==> config.mk <==
export PLATFORM = sky130hd
export DESIGN_NAME = branch_imm_encoder
export DESIGN_NICKNAME = d
export VERILOG_FILES = /design/src/rtl/branch_imm_encoder.sv
export SDC_FILE = /design/constraint.sdc
export NUM_CORES = 1
export LEC_CHECK = 0
export ABC_AREA = 1
export CAP_MARGIN = 5
export CORE_MARGIN = 4
export CORE_UTILIZATION = 51
export DETAILED_ROUTE_END_ITERATION = 12
export PLACE_DENSITY = 0.85
export SYNTH_ARGS = -nofsm -noshare
export SYNTH_HDL_FRONTEND = slang
export SYNTH_SLANG_ARGS = --single-unit
==> constraint.sdc <==
create_clock -name clk -period 3 [get_ports clk]
set_input_delay 0.6 -clock clk [delete_from_list [all_inputs] [get_ports clk]]
set_output_delay 0.6 -clock clk [all_outputs]
set_load 0.01 [all_outputs]
==> src/rtl/branch_imm_encoder.sv <==
// RV32I B-type encoder: packs (target - pc) into the split branch immediate, rejecting bad funct3/misaligned offsets.
// Optional IMM_RANGE_CHECK_EN: also rejects offsets outside the signed 13-bit branch range (code 11).
module branch_imm_encoder #(
    parameter int unsigned CNT_W  = 16,
    parameter logic [6:0]  OPCODE = 7'b1100011
) (
    input  logic             clk,
    input  logic             rst,
    input  logic             in_valid,
    output logic             in_ready,
    input  logic [31:0]      in_pc,
    input  logic [31:0]      in_target,
    input  logic [2:0]       in_funct3,
    input  logic [4:0]       in_rs1,
    input  logic [4:0]       in_rs2,
    output logic             out_valid,
    input  logic             out_ready,
    output logic [31:0]      out_instr,
    output logic [31:0]      out_addr,
    output logic             err_valid,
    output logic [1:0]       err_code,
    output logic [CNT_W-1:0] out_count
);

    typedef enum logic [1:0] {IDLE, CALC, OUT} state_t;

    state_t            state_q, state_d;
    logic [31:0]       pc_q, pc_d;
    logic [31:0]       target_q, target_d;
    logic [2:0]        funct3_q, funct3_d;
    logic [4:0]        rs1_q, rs1_d;
    logic [4:0]        rs2_q, rs2_d;
    logic [31:0]       out_instr_q, out_instr_d;
    logic [31:0]       out_addr_q, out_addr_d;
    logic              err_valid_q, err_valid_d;
    logic [1:0]        err_code_q, err_code_d;
    logic [CNT_W-1:0]  out_count_q, out_count_d;

    logic [31:0]       off;
    logic [1:0]        chk_code;
    logic [31:0]       enc_instr;
    logic              accept;

    assign off = target_q - pc_q;

    assign enc_instr = {off[12], off[10:5], rs2_q, rs1_q, funct3_q, off[4:1], off[11], OPCODE};

`ifndef IMM_RANGE_CHECK_EN
    // Without the range check the high offset bits are deliberately discarded.
    logic off_hi_unused;
    assign off_hi_unused = ^off[31:13];
`endif

    // First matching check wins; 00 means the request is encodable.
    always_comb begin
        chk_code = 2'b00;
        if (funct3_q == 3'b010 || funct3_q == 3'b011) begin
            chk_code = 2'b01;
        end else if (off[0]) begin
            chk_code = 2'b10;
`ifdef IMM_RANGE_CHECK_EN
        end else if (off[31:12] != {20{off[12]}}) begin
            chk_code = 2'b11;
`endif
        end
    end

    assign in_ready = (state_q == IDLE) || (state_q == OUT && out_ready);
    assign accept   = in_valid && in_ready;

    always_comb begin
        state_d     = state_q;
        pc_d        = pc_q;
        target_d    = target_q;
        funct3_d    = funct3_q;
        rs1_d       = rs1_q;
        rs2_d       = rs2_q;
        out_instr_d = out_instr_q;
        out_addr_d  = out_addr_q;
        err_valid_d = 1'b0;
        err_code_d  = err_code_q;
        out_count_d = out_count_q;

        if (accept) begin
            pc_d     = in_pc;
            target_d = in_target;
            funct3_d = in_funct3;
            rs1_d    = in_rs1;
            rs2_d    = in_rs2;
        end

        case (state_q)
            IDLE: begin
                if (accept) begin
                    state_d = CALC;
                end
            end
            CALC: begin
                if (chk_code != 2'b00) begin
                    err_valid_d = 1'b1;
                    err_code_d  = chk_code;
                    state_d     = IDLE;
                end else begin
                    out_instr_d = enc_instr;
                    out_addr_d  = pc_q;
                    state_d     = OUT;
                end
            end
            OUT: begin
                // A new request can only be taken here on the handshake cycle.
                if (out_ready) begin
                    out_count_d = out_count_q + CNT_W'(1);
                    state_d     = accept ? CALC : IDLE;
                end
            end
            default: state_d = IDLE;
        endcase
    end

    always_ff @(posedge clk) begin
        if (rst) begin
            state_q     <= IDLE;
            pc_q        <= '0;
            target_q    <= '0;
            funct3_q    <= '0;
            rs1_q       <= '0;
            rs2_q       <= '0;
            out_instr_q <= '0;
            out_addr_q  <= '0;
            err_valid_q <= 1'b0;
            err_code_q  <= 2'b00;
            out_count_q <= '0;
        end else begin
            state_q     <= state_d;
            pc_q        <= pc_d;
            target_q    <= target_d;
            funct3_q    <= funct3_d;
            rs1_q       <= rs1_d;
            rs2_q       <= rs2_d;
            out_instr_q <= out_instr_d;
            out_addr_q  <= out_addr_d;
            err_valid_q <= err_valid_d;
            err_code_q  <= err_code_d;
            out_count_q <= out_count_d;
        end
    end

    assign out_valid = (state_q == OUT);
    assign out_instr = out_instr_q;
    assign out_addr  = out_addr_q;
    assign err_valid = err_valid_q;
    assign err_code  = err_code_q;
    assign out_count = out_count_q;

endmodule
==> metrics.txt <==
wire per inst=13.7 um; Min-Delay Path Class=flip-flop to flip-flop; hpwl dp=10100 um; first-pass GRT wire length=23800 um; Syn Inst Count=779; vias in the first global route=5040; #FFs+latches synth=137; Period minus WS final=2460 ps; CTS Sinks=137; Worst path top cell family by delay=buffers and inverters; Port Buffers=143; Slew Viols, Final=0; clock root buffer=clkbuf_16; R2R Path End=out_addr[2]$_SDFFE_PP0P_; post-cts resize count=0; number of max-cap violations=0; CTS buffer count=17; number of I/O pins=166; Site Rows=38; Post-DP Area=0.00725 mm2; ANT nets after route=0; core outline area=0.0110 mm2; Seq/Total Area, Yosys=47.5%; Clock Pin Slew Worst Setup and Hold Paths=60 ps; final hold violation count=0; Die Span Y=114 um; routability cong.=0.860; Compound-Gate Fraction of Synth Area=18.5%; Critical Path Start Type=input pin; CP Class=input pin to output pin; setup TNS=0 ps; area grow syn2layout=35.8%; mux cell area share after synthesis=0%; simple-gate area share of the yosys netlist=19.6%; share of cells above drive strength 1=6.00%; hold-fix buffers at CTS=0; CP Buf/Inv Count=3; Netlist cell types=29; cells along the critical path=clkdlybuf4s50_1 -> inv_1 -> a21oi_2 -> clkdlybuf4s50_1; CP endpoint kind=output pin; Reg-to-Reg Start=target_q[0]$_SDFFE_PP0N_; Initial Util=52.6%; CTS tree=built; hold depth=2; die area=0.0131 mm2; xor-xnor portion of the synthesized cell area=0.607%; vias per cell=5.05; Pleak=3.24 nW; wirelength, routed=14400 um; crit path DAT=1860 ps; die width=114 um; Cell Area, Synth=0.00577 mm2; Net count, final=998; largest net degree at the start of global routing=83; Max-Slew Margin vs Limit=65.8%; Clock H-tree levels=4; # Post-CTS Setup Buffers=0; DRC viols=0; r2r setup slk=970 ps; initial drt markers=292; Worst Max-Slew Pin Slew=513 ps; slowest CP cell=clkdlybuf4s50_1; initial antenna violation count=0; leading cell type in the layout, fill and taps excluded=clkdlybuf4s50_1; Peak VDD IR=0.526 mV; HP Start=pc_q[16]$_SDFFE_PP0N_; Max FO, Critical Path=2; RSZ-0062 raised after global routing=false; commonest cells after routing, fill and taps aside=142 x clkdlybuf4s50_1, 137 x dfxtp_1, 115 x nand2_1; GRT overflow=0; worst skew pair latency=410 ps; gr usage total=22.4%; drt pass-1 iters=4; status=finished, final reports clean; n_diodes=0; final setup violation count=0; Post-Synth Adder-Cell Area=3.16%; Longest Clk Path Bufs=2; fmax=0.406 GHz; fillcell total=894; CP required=2400 ps; DR vias=5328; largest family of logic cells by synthesized area=simple AND/OR/NAND/NOR gates; period utilization=82.0%; most used cell, CP=clkdlybuf4s50_1; Reg2Reg Depth=7; YS warnings=0; Hold EP=out_addr[16]$_SDFFE_PP0P_; pwr dens=617 mW/mm2; clock skew=8.34 ps; post-route cell area=0.00784 mm2; slowest stage delay, CP=580 ps; mean area per synthesized cell=7.41 um2
[how the worst max path moves through the flow]
| stage | start | cells past startpoint | endpoint |
|---|---|---|---|
| global placement | out_ready | 4 | in_ready |
| finish | out_ready | 4 | in_ready |
| global route | out_ready | 4 | in_ready |
| floorplan | out_ready | 3 | in_ready |
| detailed placement | out_ready | 8 | pc_q[1]$_SDFFE_PP0N_ |
| CTS | out_ready | 4 | in_ready |
[tightest hold or removal path, delay by kind of cell (launching register included)]
kind            cells  cell delay (ps)
compound gates      1               50
buf+inv             1               60
flops               1              300
[per-layer routing]
metal | track usage [%] | vias to the layer above | share of wire (%)
li1 | - | 2767 | -
met1 | 28.6 | 2377 | 43
met2 | 36.7 | 165 | 47
met3 | 7.08 | 19 | 8.9
met4 | 6.33 | 0 | 1.4
met5 | 0 | - | 0
[per-stage QoR]
stage / hold WS [ps] / setup WS [ps] / std cells / power, mW / utilization [%]
detailed placement: 444 / 494 / 1024 / 2.82 / 66.0
floorplan: 430 / 1260 / 781 / 2.50 / -
global placement: 439 / 557 / 1024 / 2.80 / 66.0
CTS: 455 / 536 / 1056 / 4.88 / 71.4
finish: 454 / 539 / 1056 / 4.84 / 71.4
global route: 469 / 470 / 1056 / 5.06 / 71.4
[logic make-up after synthesis]
group           count (synthesis)
simple gates                  267
xor+xnor                        4
buf+inv                       149
flops                         137
fa+ha+maj                      14
compound gates                207
other cells                     1
[power by group]
part	internal [mW]	leakage, nW	switching (mW)	total (mW)
Combinational	0.360	1.83	0.433	0.792
Clock	1.18	0.290	0.869	2.05
Sequential	1.94	1.12	0.0552	2.00
[final cells by class]
| type | count | area [um2] | share of cell area [%] |
|---|---|---|---|
| Timing Repair Buffer | 151 | 1520 | 19.4 |
| Clock buffer | 17 | 425 | 5.43 |
| Clock inverter | 15 | 164 | 2.09 |
| Inverter | 101 | 379 | 4.83 |
| Tap cell | 140 | 175 | 2.23 |
| Sequential cell | 137 | 2740 | 35.0 |
| Multi-Input combinational cell | 495 | 2430 | 31.0 |
[registers in the layout, summed over array words and instances, names as in the netlist]
name / flops
rs1_q: 5
err_code: 2
out_addr: 32
state_q: 2
err_valid: 1
target_q: 13
out_count: 16
funct3_q: 3
rs2_q: 5
pc_q: 32
out_instr: 26
[synthesized netlist by cell type]
library cell  number  area [um2]
xor2_1             3        26.3
dfxtp_1          137        2740
and2_1             2        12.5
nor2_2             3        18.8
clkbuf_1          26        97.6
nand3_1           51         255
ha_1              13         163
fa_1               1        20.0
a21oi_1          109         546
inv_1             99         372
buf_1              1        3.75
nand2_2            1        6.26
xnor2_1            1        8.76
nand4_1           11        68.8
conb_1             1        3.75
o21ai_0           86         430
nand2_1          116         435
buf_2             11        55.1
inv_2              2        7.51
nand3_2            1        10.0
nor3b_1            1        7.51
nor2_4             1        11.3
a211oi_2           3        37.5
nor2_1            75         282
nor3_1             5        25.0
buf_4             10        75.1
o21ai_1            6        30.0
a21oi_2            1        8.76
a21o_1             2        15.0
Power figures use the tool's default switching activity.
